`config.mk`:
```
export PLATFORM = sky130hd
export DESIGN_NAME = imm_extend_pipe
export DESIGN_NICKNAME = d
export VERILOG_FILES = /design/src/rtl/imm_extend_pipe.sv
export SDC_FILE = /design/constraint.sdc
export NUM_CORES = 1
export LEC_CHECK = 0
export BUFFER_PORTS_ARGS = -buffer_cell sky130_fd_sc_hd__buf_2
export CORE_MARGIN = 10
export CORE_UTILIZATION = 44
export DETAILED_ROUTE_END_ITERATION = 12
export PLACE_DENSITY = 0.87
export RECOVER_POWER = 100
export SYNTH_ARGS = -nofsm -noshare
export SYNTH_HDL_FRONTEND = slang
export SYNTH_SLANG_ARGS = --single-unit
```
`constraint.sdc`:
```
create_clock -name clk -period 1.3 [get_ports clk]
set_input_delay 0.065 -clock clk [delete_from_list [all_inputs] [get_ports clk]]
set_output_delay 0.065 -clock clk [all_outputs]
set_load 0.005 [all_outputs]
```
`src/rtl/imm_extend_pipe.sv`:
```
`timescale 1ns/1ps
// -----------------------------------------------------------------------------
// imm_extend_pipe
//
// Pipelined immediate-extension stage for the 32-bit MIPS datapath. It sits
// between instruction decode and the ALU operand mux. A raw immediate and a
// 2-bit mode are extended combinationally, then captured into a registered
// OUT_W-bit operand. An opaque tag travels with each beat. Transfers use a
// valid/ready handshake, and back-pressure never loses data.
//
// Modes: 00 sign-extend, 01 zero-extend, 10 load-upper, 11 branch offset
//        (sign-extend, then shift left by SHIFT).
//
// Optional feature macro: IMM_EXT_SKID_EN
//   defined   : adds a skid register. in_ready comes straight from a flop
//               (skid empty), so out_ready has no combinational path to
//               in_ready. Capacity is 2 beats.
//   undefined : single output register.
//               in_ready = !out_valid || out_ready. Capacity is 1 beat.
//
// Parameters:
//   IN_W  (1..OUT_W)   raw immediate width
//   OUT_W              extended operand width
//   SHIFT (0..OUT_W-1) branch-offset left shift
//   TAG_W (>=1)        sideband tag width
//
// Ports:
//   clk        in   clock, rising edge
//   rst_n      in   asynchronous active-low reset
//   in_valid   in   input beat present
//   in_ready   out  block can accept a beat
//   in_imm     in   raw immediate [IN_W]
//   in_mode    in   extension mode [2]
//   in_tag     in   sideband tag [TAG_W]
//   out_valid  out  result present
//   out_ready  in   consumer accepts result
//   out_data   out  extended operand [OUT_W], registered
//   out_tag    out  tag of the beat in out_data [TAG_W]
// -----------------------------------------------------------------------------
module imm_extend_pipe #(
    parameter int IN_W  = 16,
    parameter int OUT_W = 32,
    parameter int SHIFT = 2,
    parameter int TAG_W = 5
) (
    input  logic             clk,
    input  logic             rst_n,
    input  logic             in_valid,
    output logic             in_ready,
    input  logic [IN_W-1:0]  in_imm,
    input  logic [1:0]       in_mode,
    input  logic [TAG_W-1:0] in_tag,
    output logic             out_valid,
    input  logic             out_ready,
    output logic [OUT_W-1:0] out_data,
    output logic [TAG_W-1:0] out_tag
);

    // Pure replicate/shift extension. The size casts also work when
    // OUT_W == IN_W: nothing is replicated, and the upper-mode shift is 0.
    function automatic logic [OUT_W-1:0] extend(input logic [IN_W-1:0] imm,
                                                input logic [1:0]      mode);
        logic signed [OUT_W-1:0] sx;
        logic        [OUT_W-1:0] zx;
        logic        [OUT_W-1:0] res;
        sx  = OUT_W'($signed(imm));
        zx  = OUT_W'(imm);
        res = sx;
        case (mode)
            2'b00: res = sx;
            2'b01: res = zx;
            2'b10: res = zx << (OUT_W - IN_W);
            2'b11: res = sx << SHIFT;
        endcase
        return res;
    endfunction

    logic [OUT_W-1:0] ext_w;
    logic             in_xfer;

    logic             out_valid_q, out_valid_d;
    logic [OUT_W-1:0] out_data_q,  out_data_d;
    logic [TAG_W-1:0] out_tag_q,   out_tag_d;

`ifdef IMM_EXT_SKID_EN
    logic             skid_valid_q, skid_valid_d;
    logic [OUT_W-1:0] skid_data_q,  skid_data_d;
    logic [TAG_W-1:0] skid_tag_q,   skid_tag_d;
    logic             out_free;
`endif

    assign ext_w = extend(in_imm, in_mode);

`ifdef IMM_EXT_SKID_EN
    assign in_ready = !skid_valid_q;
`else
    assign in_ready = !out_valid_q || out_ready;
`endif

    assign in_xfer = in_valid && in_ready;

    always_comb begin
        out_valid_d  = out_valid_q;
        out_data_d   = out_data_q;
        out_tag_d    = out_tag_q;
`ifdef IMM_EXT_SKID_EN
        skid_valid_d = skid_valid_q;
        skid_data_d  = skid_data_q;
        skid_tag_d   = skid_tag_q;
        // The output register can take a new beat this edge.
        out_free     = !out_valid_q || out_ready;
        if (out_free) begin
            // A full skid register holds the older beat, so it drains first.
            // in_ready is low in that case, so no input transfer can collide.
            if (skid_valid_q) begin
                out_valid_d  = 1'b1;
                out_data_d   = skid_data_q;
                out_tag_d    = skid_tag_q;
                skid_valid_d = 1'b0;
            end else if (in_xfer) begin
                out_valid_d  = 1'b1;
                out_data_d   = ext_w;
                out_tag_d    = in_tag;
            end else begin
                out_valid_d  = 1'b0;
            end
        end else if (in_xfer) begin
            skid_valid_d = 1'b1;
            skid_data_d  = ext_w;
            skid_tag_d   = in_tag;
        end
`else
        if (in_xfer) begin
            out_valid_d = 1'b1;
            out_data_d  = ext_w;
            out_tag_d   = in_tag;
        end else if (out_ready) begin
            out_valid_d = 1'b0;
        end
`endif
    end

    // ---- output (and skid) register stage ----
    always_ff @(posedge clk or negedge rst_n) begin
        if (!rst_n) begin
            out_valid_q  <= 1'b0;
            out_data_q   <= '0;
            out_tag_q    <= '0;
`ifdef IMM_EXT_SKID_EN
            skid_valid_q <= 1'b0;
            skid_data_q  <= '0;
            skid_tag_q   <= '0;
`endif
        end else begin
            out_valid_q  <= out_valid_d;
            out_data_q   <= out_data_d;
            out_tag_q    <= out_tag_d;
`ifdef IMM_EXT_SKID_EN
            skid_valid_q <= skid_valid_d;
            skid_data_q  <= skid_data_d;
            skid_tag_q   <= skid_tag_d;
`endif
        end
    end

    assign out_valid = out_valid_q;
    assign out_data  = out_data_q;
    assign out_tag   = out_tag_q;

endmodule

```
==> metrics.txt, run 1 <==
# TYPE chip_impl_metric gauge
chip_impl_metric{name="synth_nets",unit=""} 205
chip_impl_metric{name="htreeDepth",unit=""} 2
chip_impl_metric{name="totalNegativeSetupSlack",unit="ns"} 0
chip_impl_metric{name="fillCellCount",unit=""} 350
chip_impl_metric{name="firstDrtPassIters",unit=""} 4
chip_impl_metric{name="fp.dieW",unit="um"} 85.09
chip_impl_metric{name="fmax",unit="MHz"} 776.2
chip_impl_info{name="ys_flop_type",value="sky130_fd_sc_hd__dfrtp_1"} 1
chip_impl_metric{name="layout-drive-gt1-share",unit="%"} 38.65
chip_impl_metric{name="global_route_wire_length_before_repair",unit="mm"} 8.590
chip_impl_metric{name="synth-edff-count",unit=""} 0
chip_impl_info{name="top_cells_by_area_in_the_synthesized_netlist",value="sky130_fd_sc_hd__dfrtp_1 (51%), sky130_fd_sc_hd__a21oi_1 (12%), sky130_fd_sc_hd__nor2b_1 (8.4%), sky130_fd_sc_hd__a2bb2oi_1 (6.6%), sky130_fd_sc_hd__o21ai_0 (4.0%)"} 1
chip_impl_info{name="synth_common_cells",value="sky130_fd_sc_hd__a21oi_1 (44), sky130_fd_sc_hd__dfrtp_1 (38), sky130_fd_sc_hd__nor2b_1 (25)"} 1
chip_impl_metric{name="timing.final.hold_violations",unit=""} 0
chip_impl_metric{name="floorplan.rows",unit=""} 23
chip_impl_metric{name="critPathRequiredTime",unit="ns"} 1.48
chip_impl_metric{name="io-pin-count",unit=""} 66
chip_impl_info{name="top_layer",value="met4"} 1
chip_impl_metric{name="via_count",unit=""} 1629
chip_impl_metric{name="holdWs",unit="ns"} 0.005024
chip_impl_metric{name="fin_skew",unit="ns"} 0.005892
chip_impl_metric{name="yosysWarningCount",unit=""} 0
chip_impl_metric{name="final-max-slew-violation-count",unit=""} 0
chip_impl_metric{name="final_min_period_over_clock_period",unit="%"} 99.10
chip_impl_info{name="min_path_type",value="input port to register"} 1
chip_impl_metric{name="worst_slew_margin_relative_to_its_limit",unit="%"} 38.82
chip_impl_info{name="yosysTopAreaCell",value="sky130_fd_sc_hd__dfrtp_1"} 1
chip_impl_metric{name="drt_drc_violations_left",unit=""} 0
chip_impl_metric{name="floorplan.initialDensity",unit="%"} 45.95
chip_impl_info{name="crit_type",value="register to register"} 1
chip_impl_metric{name="met1_length",unit="mm"} 2.306
chip_impl_metric{name="critical_path_arrival",unit="ns"} 1.46
chip_impl_metric{name="ys_ff_latch",unit=""} 38
chip_impl_metric{name="multi_input_area",unit="um^2"} 863.3
chip_impl_metric{name="total_of_endpoints_with_negative_setup_slack_in_the_final_report",unit=""} 0
chip_impl_metric{name="grt_usage",unit="%"} 14.36
chip_impl_metric{name="cts.clk_slew.worst_paths",unit="ns"} 0.07
chip_impl_metric{name="wl_met2",unit="mm"} 2.429
chip_impl_metric{name="synth_cell_types",unit=""} 25
chip_impl_metric{name="period_minus_slack",unit="ns"} 1.288
chip_impl_metric{name="cellLeakagePower",unit="uW"} 0.001113
chip_impl_metric{name="netlist_area",unit="um^2"} 1864
chip_impl_info{name="worstSetupStartpointType",value="register"} 1
chip_impl_metric{name="power.density",unit="nW/um^2"} 1285
chip_impl_metric{name="dr.first_iter.drc_count",unit=""} 102
chip_impl_metric{name="syn2layout_area_growth",unit="%"} 31.75
chip_impl_metric{name="grt_pass1_vias",unit=""} 1719
chip_impl_metric{name="fp.dieArea",unit="um^2"} 7240
chip_impl_info{name="rsz0062_at_grt",value="true"} 1
chip_impl_metric{name="residual_antenna_violating_net_count_after_detailed_routing",unit=""} 0
chip_impl_metric{name="drt-wirelength-per-cell",unit="um"} 17.78
chip_impl_metric{name="fin_ws",unit="ns"} 0.01175
chip_impl_metric{name="worstSkewPairLatency",unit="ns"} 0.29
chip_impl_metric{name="via_count_normalized_by_instance_count",unit=""} 5.412
chip_impl_metric{name="finalWirelength",unit="mm"} 5.352
chip_impl_metric{name="grt_remaining_overflow",unit=""} 0
chip_impl_info{name="status",value="completed"} 1
chip_impl_info{name="synthMostInstantiatedCell",value="sky130_fd_sc_hd__a21oi_1"} 1
chip_impl_metric{name="floorplan.die.height",unit="um"} 85.09
chip_impl_metric{name="num_antenna_cells",unit=""} 0
chip_impl_metric{name="finalWeightedCongestion",unit=""} 0.8620
chip_impl_metric{name="grt_start_max_net_pins",unit=""} 39
chip_impl_metric{name="vdd.ir_drop.worst",unit="uV"} 791.7
chip_impl_metric{name="post_syn_instances",unit=""} 178
chip_impl_info{name="clock_tree.root_cell",value="sky130_fd_sc_hd__clkbuf_8"} 1
chip_impl_metric{name="fin_nets",unit=""} 277
chip_impl_metric{name="core_region_area",unit="um^2"} 4058
chip_impl_metric{name="final-seq-area",unit="um^2"} 950.9
chip_impl_metric{name="worst-path-max-fanout",unit=""} 8
chip_impl_metric{name="routed-wl-met3",unit="um"} 551
chip_impl_metric{name="postSynthAreaPerCell",unit="um^2"} 10.47
chip_impl_metric{name="port_buffers",unit=""} 65
chip_impl_metric{name="ys_seq_area_share",unit="%"} 51.01
chip_impl_metric{name="place_worst_setup_slack",unit="ns"} 0.06741
chip_impl_metric{name="grt_antenna_before_repair",unit=""} 0
chip_impl_metric{name="asr_flop_ratio_synth",unit="%"} 100.0
chip_impl_metric{name="hpwl",unit="mm"} 3.850
chip_impl_metric{name="cts-buffers-inserted",unit=""} 5
chip_impl_info{name="worstSetupEndpointType",value="register"} 1
chip_impl_metric{name="ctsLongestPathBuffers",unit=""} 2
chip_impl_info{name="tritoncts",value="done"} 1
chip_impl_metric{name="worstMarginPinSlew",unit="ns"} 0.9176
chip_impl_metric{name="max_cap_viol_count",unit=""} 0
chip_impl_metric{name="synth_top_area_share",unit="%"} 51.01
chip_impl_metric{name="cts.sink_count",unit=""} 38
## registers in the layout, summed over array words and instances, names as in the netlist
name and count:
out_valid 1, out_tag 5, out_data 32
## power by group
group | internal (uW) | switching [uW]
logic | 386 | 374
registers | 1350 | 98.0
clock network | 535 | 409
total | 2280 | 881
## layout make-up
| class | instances | share of cell area [%] |
|---|---|---|
| multi-input combinational | 121 | 35.15 |
| clock buffer | 8 | 4.483 |
| sequential | 38 | 38.72 |
| tap | 50 | 2.547 |
| timing repair buffer | 79 | 18.14 |
| inverter | 5 | 0.9679 |
## final timing paths
| kind | from | end | slack (ns) | cells after the start |
|---|---|---|---|---|
| max in group asynchronous | rst_n | out_data[22] | 0.21 | 3 |
| max | out_valid | out_tag[3] | 0.01 | 4 |
| min in group asynchronous | rst_n | out_data[27] | 0.53 | 3 |
| min | in_tag[4] | out_tag[4] | 0.005 | 2 |
| min reg2reg | out_tag[4] | out_tag[4] | 0.51 | 1 |
| max reg2reg | out_valid | out_tag[3] | 0.01 | 4 |
## timing repair
action	4_1_cts	5_1_grt
setup buffers	1	0
cloned	0	3
hold endpoints to repair	38	0
hold buffers	1	0
setup endpoints to repair	1	23
resized for setup	0	24
pin swaps	0	11
## worst max-delay path, cell delays in order, from the launching register on
cell,delay [ns]
sky130_fd_sc_hd__dfrtp_1,0.37
sky130_fd_sc_hd__nor2b_4,0.14
sky130_fd_sc_hd__buf_8,0.14
sky130_fd_sc_hd__nor2_4,0.19
sky130_fd_sc_hd__mux2_4,0.32
## layout by cell type, fill, tap and decap left out, types with 2 or more instances in the layout
| cell | count |
|---|---|
| sky130_fd_sc_hd__a21oi_1 | 44 |
| sky130_fd_sc_hd__a2bb2oi_1 | 6 |
| sky130_fd_sc_hd__a2bb2oi_2 | 8 |
| sky130_fd_sc_hd__and2_1 | 2 |
| sky130_fd_sc_hd__and2b_1 | 2 |
| sky130_fd_sc_hd__buf_2 | 56 |
| sky130_fd_sc_hd__buf_4 | 4 |
| sky130_fd_sc_hd__buf_6 | 6 |
| sky130_fd_sc_hd__clkbuf_1 | 10 |
| sky130_fd_sc_hd__clkbuf_8 | 8 |
| sky130_fd_sc_hd__dfrtp_1 | 38 |
| sky130_fd_sc_hd__inv_1 | 3 |
| sky130_fd_sc_hd__inv_4 | 2 |
| sky130_fd_sc_hd__mux2_4 | 5 |
| sky130_fd_sc_hd__nand2_1 | 2 |
| sky130_fd_sc_hd__nor2b_1 | 25 |
| sky130_fd_sc_hd__o21ai_0 | 15 |
| sky130_fd_sc_hd__o21ai_1 | 2 |
| sky130_fd_sc_hd__o41ai_1 | 2 |
## through the flow
step	power [uW]	std cells	utilization [%]	cell area (um^2)
4_1_cts	3108	298	57.82	2346
5_1_grt	3341	301	60.53	2456
2_1_floorplan	1820	178	-	1864
3_3_place_gp	2135	288	54.67	2218
3_5_place_dp	2158	288	54.67	2218
6_report	3156	301	60.53	2456
## metal layers
metal | vias up | global-route usage, %
met5 | - | 0
met4 | 0 | 4.192
met3 | 6 | 6.883
met2 | 62 | 22.41
met1 | 784 | 17.11
li1 | 777 | -
## logic make-up (layout without fill, tap and decap cells)
group / after synthesis / in the layout / synth area share (%)
simple gates: 34 / 35 / 12.55
compound gates: 80 / 80 / 25.84
mux: 6 / 6 / 3.624
flops: 38 / 38 / 51.01
buf+inv: 20 / 92 / 6.979
Note: power is estimated with default switching activity, not from simulation.
==> inputs of run 2 (changes only) <==
GPL_TIMING_DRIVEN = 0   (was default)
==> run 2 against run 1 <==
Net effect:
- register-to-register slack hardly changed
- combinational power is 2% lower
- critical path depth is 2 higher
- clock-buffer cell count is 2 lower
- largest cell class unchanged
- final area is 2.1% higher
- clock power is 11% lower
- die area stayed put
==> metrics.txt, run 2 (synthesis results as in run 1) <==
# TYPE chip_impl_metric gauge
chip_impl_info{name="status",value="completed"} 1
chip_impl_info{name="worstReg2RegStart",value="out_valid"} 1
chip_impl_metric{name="core_region_area",unit="um^2"} 4058
chip_impl_metric{name="p_int",unit="uW"} 2160
chip_impl_metric{name="fillCellCount",unit=""} 366
chip_impl_metric{name="power.clock.fraction",unit="%"} 27.7
chip_impl_metric{name="dr.first_iter.drc_count",unit=""} 95
chip_impl_metric{name="via_count",unit=""} 1671
chip_impl_metric{name="finalWeightedCongestion",unit=""} 0.8629
chip_impl_metric{name="htreeDepth",unit=""} 2
chip_impl_metric{name="fmax",unit="MHz"} 777.2
chip_impl_metric{name="grt_pass1_vias",unit=""} 1703
chip_impl_metric{name="hold_path_depth",unit=""} 2
chip_impl_metric{name="worst_slew_margin_relative_to_its_limit",unit="%"} 38.36
chip_impl_metric{name="final_min_period_over_clock_period",unit="%"} 98.98
chip_impl_metric{name="fin_skew",unit="ns"} 0.007723
chip_impl_info{name="min_path_type",value="input port to register"} 1
chip_impl_info{name="worstSetupEndpoint",value="out_data[12]"} 1
chip_impl_metric{name="cts.sink_count",unit=""} 38
chip_impl_metric{name="power.switching",unit="uW"} 887.3
chip_impl_metric{name="hpwl",unit="mm"} 3.835
chip_impl_metric{name="worstSkewPairLatency",unit="ns"} 0.29
chip_impl_metric{name="critical_path_arrival",unit="ns"} 1.46
chip_impl_metric{name="gr-usage-met1",unit="%"} 17.05
chip_impl_metric{name="cellLeakagePower",unit="uW"} 0.001076
chip_impl_info{name="worstSetupStartpointType",value="register"} 1
chip_impl_metric{name="grt_antenna_before_repair",unit=""} 0
chip_impl_metric{name="pwr-share-comb",unit="%"} 24.6
chip_impl_metric{name="floorplan.die.height",unit="um"} 85.09
chip_impl_info{name="timing.rr.end",value="out_data[12]"} 1
chip_impl_metric{name="critPathRequiredTime",unit="ns"} 1.47
chip_impl_metric{name="period_minus_slack",unit="ns"} 1.287
chip_impl_metric{name="finalWirelength",unit="mm"} 5.239
chip_impl_metric{name="residual_antenna_violating_net_count_after_detailed_routing",unit=""} 0
chip_impl_metric{name="timing.final.hold_violations",unit=""} 0
chip_impl_metric{name="grt_remaining_overflow",unit=""} 0
chip_impl_metric{name="use_met2",unit="%"} 22.00
chip_impl_metric{name="numPlacedInstances",unit=""} 292
chip_impl_metric{name="firstDrtPassIters",unit=""} 4
chip_impl_metric{name="port_buffers",unit=""} 64
chip_impl_info{name="crit_path_from",value="out_valid"} 1
chip_impl_metric{name="max_cap_viol_count",unit=""} 0
chip_impl_metric{name="via_count_normalized_by_instance_count",unit=""} 5.373
chip_impl_metric{name="floorplan.initialDensity",unit="%"} 45.95
chip_impl_metric{name="power.density",unit="nW/um^2"} 1215
chip_impl_info{name="crit_type",value="register to register"} 1
chip_impl_metric{name="seq_power_share",unit="%"} 47.7
chip_impl_metric{name="ctsLongestPathBuffers",unit=""} 2
chip_impl_metric{name="total_of_endpoints_with_negative_setup_slack_in_the_final_report",unit=""} 0
chip_impl_info{name="layout.cells.most_common_list",value="sky130_fd_sc_hd__a21oi_1 (43), sky130_fd_sc_hd__dfrtp_1 (38), sky130_fd_sc_hd__buf_2 (35), sky130_fd_sc_hd__clkbuf_1 (33), sky130_fd_sc_hd__nor2b_1 (25)"} 1
chip_impl_metric{name="drt_drc_violations_left",unit=""} 0
chip_impl_metric{name="global_route.usage.met3",unit="%"} 7.170
chip_impl_metric{name="layout-drive-gt1-share",unit="%"} 31.03
chip_impl_metric{name="floorplan.rows",unit=""} 23
chip_impl_metric{name="fin_nets",unit=""} 287
chip_impl_metric{name="worstMarginPinSlew",unit="ns"} 0.9245
chip_impl_metric{name="largest_register_ffs",unit=""} 32
chip_impl_metric{name="syn2layout_area_growth",unit="%"} 34.50
chip_impl_metric{name="grt_start_max_net_pins",unit=""} 39
chip_impl_metric{name="r2r.worst_path.cells",unit=""} 6
chip_impl_metric{name="multi_input_area",unit="um^2"} 837.1
chip_impl_info{name="tritoncts",value="done"} 1
chip_impl_metric{name="final-max-slew-violation-count",unit=""} 0
chip_impl_metric{name="cts-buffers-inserted",unit=""} 5
chip_impl_metric{name="instances_no_fill",unit=""} 311
chip_impl_metric{name="worst-path-max-fanout",unit=""} 10
chip_impl_metric{name="cts.clk_slew.worst_paths",unit="ns"} 0.07
chip_impl_metric{name="utilization",unit="%"} 61.79
chip_impl_info{name="worstSetupEndpointType",value="register"} 1
chip_impl_metric{name="vdd.ir_drop.worst",unit="uV"} 724.5
chip_impl_metric{name="io-pin-count",unit=""} 66
chip_impl_metric{name="fp.dieW",unit="um"} 85.09
chip_impl_metric{name="global_route_wire_length_before_repair",unit="mm"} 8.556
chip_impl_metric{name="num_antenna_cells",unit=""} 0
chip_impl_metric{name="grt_usage",unit="%"} 14.43
chip_impl_info{name="layout_commonest_cell",value="sky130_fd_sc_hd__a21oi_1"} 1
chip_impl_info{name="gr-max-usage-layer",value="met2"} 1
chip_impl_metric{name="fp.dieArea",unit="um^2"} 7240
chip_impl_metric{name="switching_share",unit="%"} 29.11
chip_impl_metric{name="final-seq-area",unit="um^2"} 950.9
chip_impl_metric{name="reg2reg_setup_slack",unit="ns"} 0.01
chip_impl_metric{name="drt-wirelength-per-cell",unit="um"} 16.85
chip_impl_info{name="rsz0062_at_grt",value="true"} 1
chip_impl_info{name="clock_tree.root_cell",value="sky130_fd_sc_hd__clkbuf_8"} 1
==> run 2: cell type report <==
cell class	instances	share of cell area [%]
sequential	38	37.92
multi-input combinational	120	33.38
timing repair buffer	76	16.27
buffer	14	4.790
clock buffer	6	3.293
tap	50	2.495
inverter	5	1.347
clock inverter	2	0.4990
==> run 2: per-stage QoR <==
stage                     power (uW)    TNS, ns  area (um^2)  hold WS (ns)  setup slack, ns
after floorplan                 1820          0         1864       -0.2306          0.05532
after global placement          2140    -0.2264         2247        0.1997         -0.02634
final                           3048          0         2507      0.007676          0.01327
after detailed placement        2164    -0.3657         2247        0.2178         -0.03855
after CTS                       3057  -0.005189         2452     0.0005439        -0.003223
after global routing            3244    -0.7256         2507      0.006960         -0.04920
==> run 2: worst min-delay path by stage <==
| stage | from | end |
|---|---|---|
| floorplan | rst_n | out_data[0] |
| global placement | rst_n | out_tag[2] |
| detailed placement | rst_n | out_data[4] |
| CTS | in_tag[3] | out_tag[3] |
| global route | in_tag[0] | out_tag[0] |
| finish | in_tag[0] | out_tag[0] |
==> run 2: power groups by stage <==
stage	clock (uW)	combinational, uW	sequential, uW
floorplan	0	342	1480
global placement	0	688	1450
detailed placement	0	700	1460
CTS	868	746	1440
global route	932	836	1480
finish	845	748	1450
==> run 2: worst max-delay path: stages, from the launching register on <==
cell                      delay (ns)
sky130_fd_sc_hd__dfrtp_1        0.37
sky130_fd_sc_hd__nor2b_4        0.13
sky130_fd_sc_hd__buf_12         0.14
sky130_fd_sc_hd__nor2_8         0.17
sky130_fd_sc_hd__buf_6          0.16
sky130_fd_sc_hd__buf_8          0.13
sky130_fd_sc_hd__a21oi_1        0.07
==> run 2: timing repair <==
action,in CTS,in global routing
pin swaps,1,2
gates resized for setup,5,15
hold endpoints to repair,41,1
setup buffers,4,3
endpoints found under the setup margin,21,24
hold buffers,4,1
==> run 2: layer usage <==
metal	part of all wire [%]	vias to the layer above
met5	0	-
met4	1.3	0
met3	11	7
met2	45	67
met1	43	798
li1	-	799
==> inputs of run 3 (changes only) <==
ABC_AREA = 1   (was default)
CORE_UTILIZATION = 45   (was 44)
PLACE_DENSITY = 0.88   (was 0.87)
==> run 3 against run 2 <==
Net effect:
- critical path type unchanged
- area after synthesis rose by 3.9%
- die area rose by 1.2%
- non-clock buffer count fell by 5
- worst setup slack improved by 0.16 ns
- maximum frequency rose by 14%
- final cell count rose by 21%
- register-to-register slack improved by 0.16 ns
- sequential cell count did not move
- clock power rose by 16%
- synthesized cell count rose by 39%
- global-route usage rose by 0.22 points
==> metrics.txt, run 3 <==
# TYPE chip_impl_metric gauge
chip_impl_metric{name="period_minus_slack",unit="ns"} 1.132
chip_impl_metric{name="via_count_normalized_by_instance_count",unit=""} 4.806
chip_impl_metric{name="timing.final.hold_violations",unit=""} 0
chip_impl_info{name="worstSetupEndpoint",value="out_data[18]"} 1
chip_impl_metric{name="fillCellCount",unit=""} 385
chip_impl_metric{name="max_cap_viol_count",unit=""} 0
chip_impl_metric{name="seq_power_share",unit="%"} 46.7
chip_impl_metric{name="grt_remaining_overflow",unit=""} 0
chip_impl_metric{name="switching_share",unit="%"} 29.07
chip_impl_metric{name="multi_input_area",unit="um^2"} 837.1
chip_impl_info{name="status",value="completed"} 1
chip_impl_info{name="timing.rr.end",value="out_data[18]"} 1
chip_impl_metric{name="power.density",unit="nW/um^2"} 1251
chip_impl_info{name="top_cells_by_area_in_the_synthesized_netlist",value="sky130_fd_sc_hd__dfrtp_1 (49%), sky130_fd_sc_hd__nand2_1 (29%), sky130_fd_sc_hd__nand3_1 (5.4%), sky130_fd_sc_hd__nand3_2 (5.2%), sky130_fd_sc_hd__buf_6 (3.5%)"} 1
chip_impl_info{name="yosysTopAreaCell",value="sky130_fd_sc_hd__dfrtp_1"} 1
chip_impl_metric{name="cellLeakagePower",unit="uW"} 0.001407
chip_impl_metric{name="drt_drc_violations_left",unit=""} 0
chip_impl_info{name="worstReg2RegStart",value="out_valid"} 1
chip_impl_metric{name="gr-usage-met1",unit="%"} 18.70
chip_impl_metric{name="via_count",unit=""} 1812
chip_impl_metric{name="firstDrtPassIters",unit=""} 4
chip_impl_metric{name="placed_cell_area",unit="um^2"} 2325
chip_impl_metric{name="netlist_area",unit="um^2"} 1937
chip_impl_metric{name="worstMarginPinSlew",unit="ns"} 0.9304
chip_impl_metric{name="asr_flop_ratio_synth",unit="%"} 100.0
chip_impl_info{name="worstSetupEndpointType",value="register"} 1
chip_impl_metric{name="floorplan.rows",unit=""} 23
chip_impl_metric{name="ys_ff_latch",unit=""} 38
chip_impl_metric{name="htreeDepth",unit=""} 2
chip_impl_metric{name="vdd.ir_drop.worst",unit="uV"} 657.4
chip_impl_metric{name="final_min_period_over_clock_period",unit="%"} 87.06
chip_impl_metric{name="postSynthAreaPerCell",unit="um^2"} 7.810
chip_impl_metric{name="pwr-share-comb",unit="%"} 21.2
chip_impl_metric{name="worst-path-max-fanout",unit=""} 10
chip_impl_metric{name="r2r.worst_path.cells",unit=""} 6
chip_impl_metric{name="residual_antenna_violating_net_count_after_detailed_routing",unit=""} 0
chip_impl_metric{name="worst_slew_margin_relative_to_its_limit",unit="%"} 37.97
chip_impl_metric{name="total_of_endpoints_with_negative_setup_slack_in_the_final_report",unit=""} 0
chip_impl_metric{name="fin_skew",unit="ns"} 0.002075
chip_impl_metric{name="p_int",unit="uW"} 2174
chip_impl_metric{name="fin_nets",unit=""} 353
chip_impl_metric{name="final-seq-area",unit="um^2"} 950.9
chip_impl_metric{name="io-pin-count",unit=""} 66
chip_impl_metric{name="design_power_total",unit="uW"} 3064
chip_impl_metric{name="post_cts_resized",unit=""} 0
chip_impl_metric{name="global_route.usage.met3",unit="%"} 5.960
chip_impl_info{name="crit_type",value="register to register"} 1
chip_impl_info{name="synthMostInstantiatedCell",value="sky130_fd_sc_hd__nand2_1"} 1
chip_impl_metric{name="drt-wirelength-per-cell",unit="um"} 13.90
chip_impl_metric{name="grt_pass1_vias",unit=""} 1817
chip_impl_metric{name="fp.dieW",unit="um"} 85.61
chip_impl_metric{name="fmax",unit="MHz"} 883.6
chip_impl_metric{name="power.clock.fraction",unit="%"} 32.1
chip_impl_metric{name="grt_antenna_before_repair",unit=""} 0
chip_impl_metric{name="largest_register_ffs",unit=""} 32
chip_impl_metric{name="floorplan.die.height",unit="um"} 85.61
chip_impl_metric{name="fp.dieArea",unit="um^2"} 7328
chip_impl_info{name="synth_common_cells",value="sky130_fd_sc_hd__nand2_1 (151), sky130_fd_sc_hd__dfrtp_1 (38), sky130_fd_sc_hd__nand3_1 (21)"} 1
chip_impl_metric{name="dr.first_iter.drc_count",unit=""} 141
chip_impl_metric{name="use_met2",unit="%"} 22.00
chip_impl_metric{name="cts.clk_slew.worst_paths",unit="ns"} 0.07
chip_impl_metric{name="num_antenna_cells",unit=""} 0
chip_impl_metric{name="ctsLongestPathBuffers",unit=""} 2
chip_impl_metric{name="grt_usage",unit="%"} 14.65
chip_impl_metric{name="syn2layout_area_growth",unit="%"} 26.42
chip_impl_metric{name="final-max-slew-violation-count",unit=""} 0
chip_impl_metric{name="port_buffers",unit=""} 65
chip_impl_info{name="min_path_type",value="input port to register"} 1
chip_impl_info{name="layout_commonest_cell",value="sky130_fd_sc_hd__nand2_1"} 1
chip_impl_info{name="worstSetupStartpointType",value="register"} 1
chip_impl_metric{name="utilization",unit="%"} 59.92
chip_impl_info{name="ys_flop_type",value="sky130_fd_sc_hd__dfrtp_1"} 1
chip_impl_metric{name="synth_cell_types",unit=""} 16
chip_impl_metric{name="layout-drive-gt1-share",unit="%"} 21.10
chip_impl_info{name="rsz0062_at_grt",value="false"} 1
chip_impl_metric{name="synth_top_area_share",unit="%"} 49.10
chip_impl_metric{name="synth_nets",unit=""} 275
chip_impl_metric{name="hpwl",unit="mm"} 4.005
chip_impl_metric{name="grt_start_max_net_pins",unit=""} 39
chip_impl_metric{name="finalWeightedCongestion",unit=""} 0.8667
chip_impl_metric{name="reg2reg_setup_slack",unit="ns"} 0.17
chip_impl_metric{name="critical_path_arrival",unit="ns"} 1.36
chip_impl_metric{name="yosysWarningCount",unit=""} 0
chip_impl_info{name="crit_path_from",value="out_valid"} 1
chip_impl_metric{name="ys_seq_area_share",unit="%"} 49.10
chip_impl_metric{name="floorplan.initialDensity",unit="%"} 47.40
chip_impl_metric{name="global_route_wire_length_before_repair",unit="mm"} 8.852
chip_impl_metric{name="core_region_area",unit="um^2"} 4086
chip_impl_metric{name="critPathRequiredTime",unit="ns"} 1.53
chip_impl_metric{name="cts.sink_count",unit=""} 38
chip_impl_metric{name="totalNegativeSetupSlack",unit="ns"} 0
chip_impl_metric{name="finalWirelength",unit="mm"} 5.239
chip_impl_metric{name="worstSkewPairLatency",unit="ns"} 0.29
chip_impl_metric{name="design_area",unit="um^2"} 2449
chip_impl_metric{name="post_syn_instances",unit=""} 248
chip_impl_info{name="clock_tree.root_cell",value="sky130_fd_sc_hd__clkbuf_8"} 1
chip_impl_metric{name="synth-edff-count",unit=""} 0
chip_impl_info{name="tritoncts",value="done"} 1
chip_impl_metric{name="cts-buffers-inserted",unit=""} 5
chip_impl_info{name="layout.cells.most_common_list",value="sky130_fd_sc_hd__nand2_1 (151), sky130_fd_sc_hd__dfrtp_1 (38), sky130_fd_sc_hd__clkbuf_1 (36), sky130_fd_sc_hd__buf_2 (33), sky130_fd_sc_hd__nand3_1 (21)"} 1
chip_impl_info{name="gr-max-usage-layer",value="met2"} 1
chip_impl_metric{name="power.switching",unit="uW"} 890.7
-- run 3: cell types whose count changed after synthesis, sizes merged, moves of 6 or more --
| cell | previous run | this run |
|---|---|---|
| o21ai | 17 | 4 |
| nand3 | 0 | 32 |
| nor2b | 27 | 0 |
| a21oi | 44 | 0 |
| mux2 | 6 | 0 |
| a2bb2oi | 14 | 0 |
| nand2 | 2 | 154 |
-- run 3: worst max-delay path, cell delays in order (launching register included) --
cell and delay, ns:
sky130_fd_sc_hd__dfrtp_1 0.39, sky130_fd_sc_hd__nand2_2 0.09, sky130_fd_sc_hd__nand2_2 0.11, sky130_fd_sc_hd__inv_2 0.16, sky130_fd_sc_hd__buf_4 0.19, sky130_fd_sc_hd__nand2_1 0.06, sky130_fd_sc_hd__nand2_1 0.07
-- run 3: how the worst min path moves through the flow --
stage / startpoint / to / slack [ns] / depth (start not counted)
after floorplan: rst_n / out_data[0] / -0.23 / 0
after global placement: rst_n / out_data[8] / 0.20 / 1
after detailed placement: rst_n / out_data[8] / 0.22 / 1
after CTS: out_ready / out_valid / 0.03 / 4
after global routing: out_ready / out_valid / 0.03 / 4
final: out_ready / out_valid / 0.03 / 4
-- run 3: final cells by class --
| class | instances | share of cell area (%) |
|---|---|---|
| clock buffers | 5 | 2.810 |
| multi-input cells | 191 | 34.18 |
| inverters | 5 | 0.8687 |
| well taps | 50 | 2.555 |
| repair buffers | 71 | 13.90 |
| plain buffers | 14 | 5.212 |
| clock inverters | 3 | 1.635 |
| flip-flops and latches | 38 | 38.83 |
-- run 3: cell families after synthesis --
kind of cell           after synthesis  share of synthesized area (%)
flip-flops                          38                          49.10
buffers and inverters               19                          7.687
AO/OA/AOI/OAI                        4                          1.034
AND/OR/NAND/NOR                    187                          42.18
-- run 3: per-layer routing --
metal	routed length, um	share of wire, %
met3	590	11
met4	107	2.0
met2	2275	43
met5	0	0
met1	2266	43
-- run 3: what timing repair did --
action	4_1_cts	5_1_grt
hold buffers	6	0
buffers inserted	0	0
endpoints found under the hold margin	43	0
-- run 3: power groups by stage --
stage | Sequential (uW) | Combinational [uW] | Clock, uW
2_1_floorplan | 1470 | 324 | 0
3_3_place_gp | 1440 | 673 | 0
3_5_place_dp | 1450 | 689 | 0
4_1_cts | 1430 | 708 | 1010
5_1_grt | 1450 | 748 | 1060
6_report | 1430 | 650 | 984
-- run 3: through the flow --
stage                     setup WS, ns  cells  hold slack [ns]
after floorplan                 0.3190    248          -0.2306
after global placement          0.2066    363           0.1981
after detailed placement        0.1900    363           0.2233
after CTS                       0.1686    377          0.03097
after global routing           0.06941    377          0.03377
final                           0.1683    377          0.03306
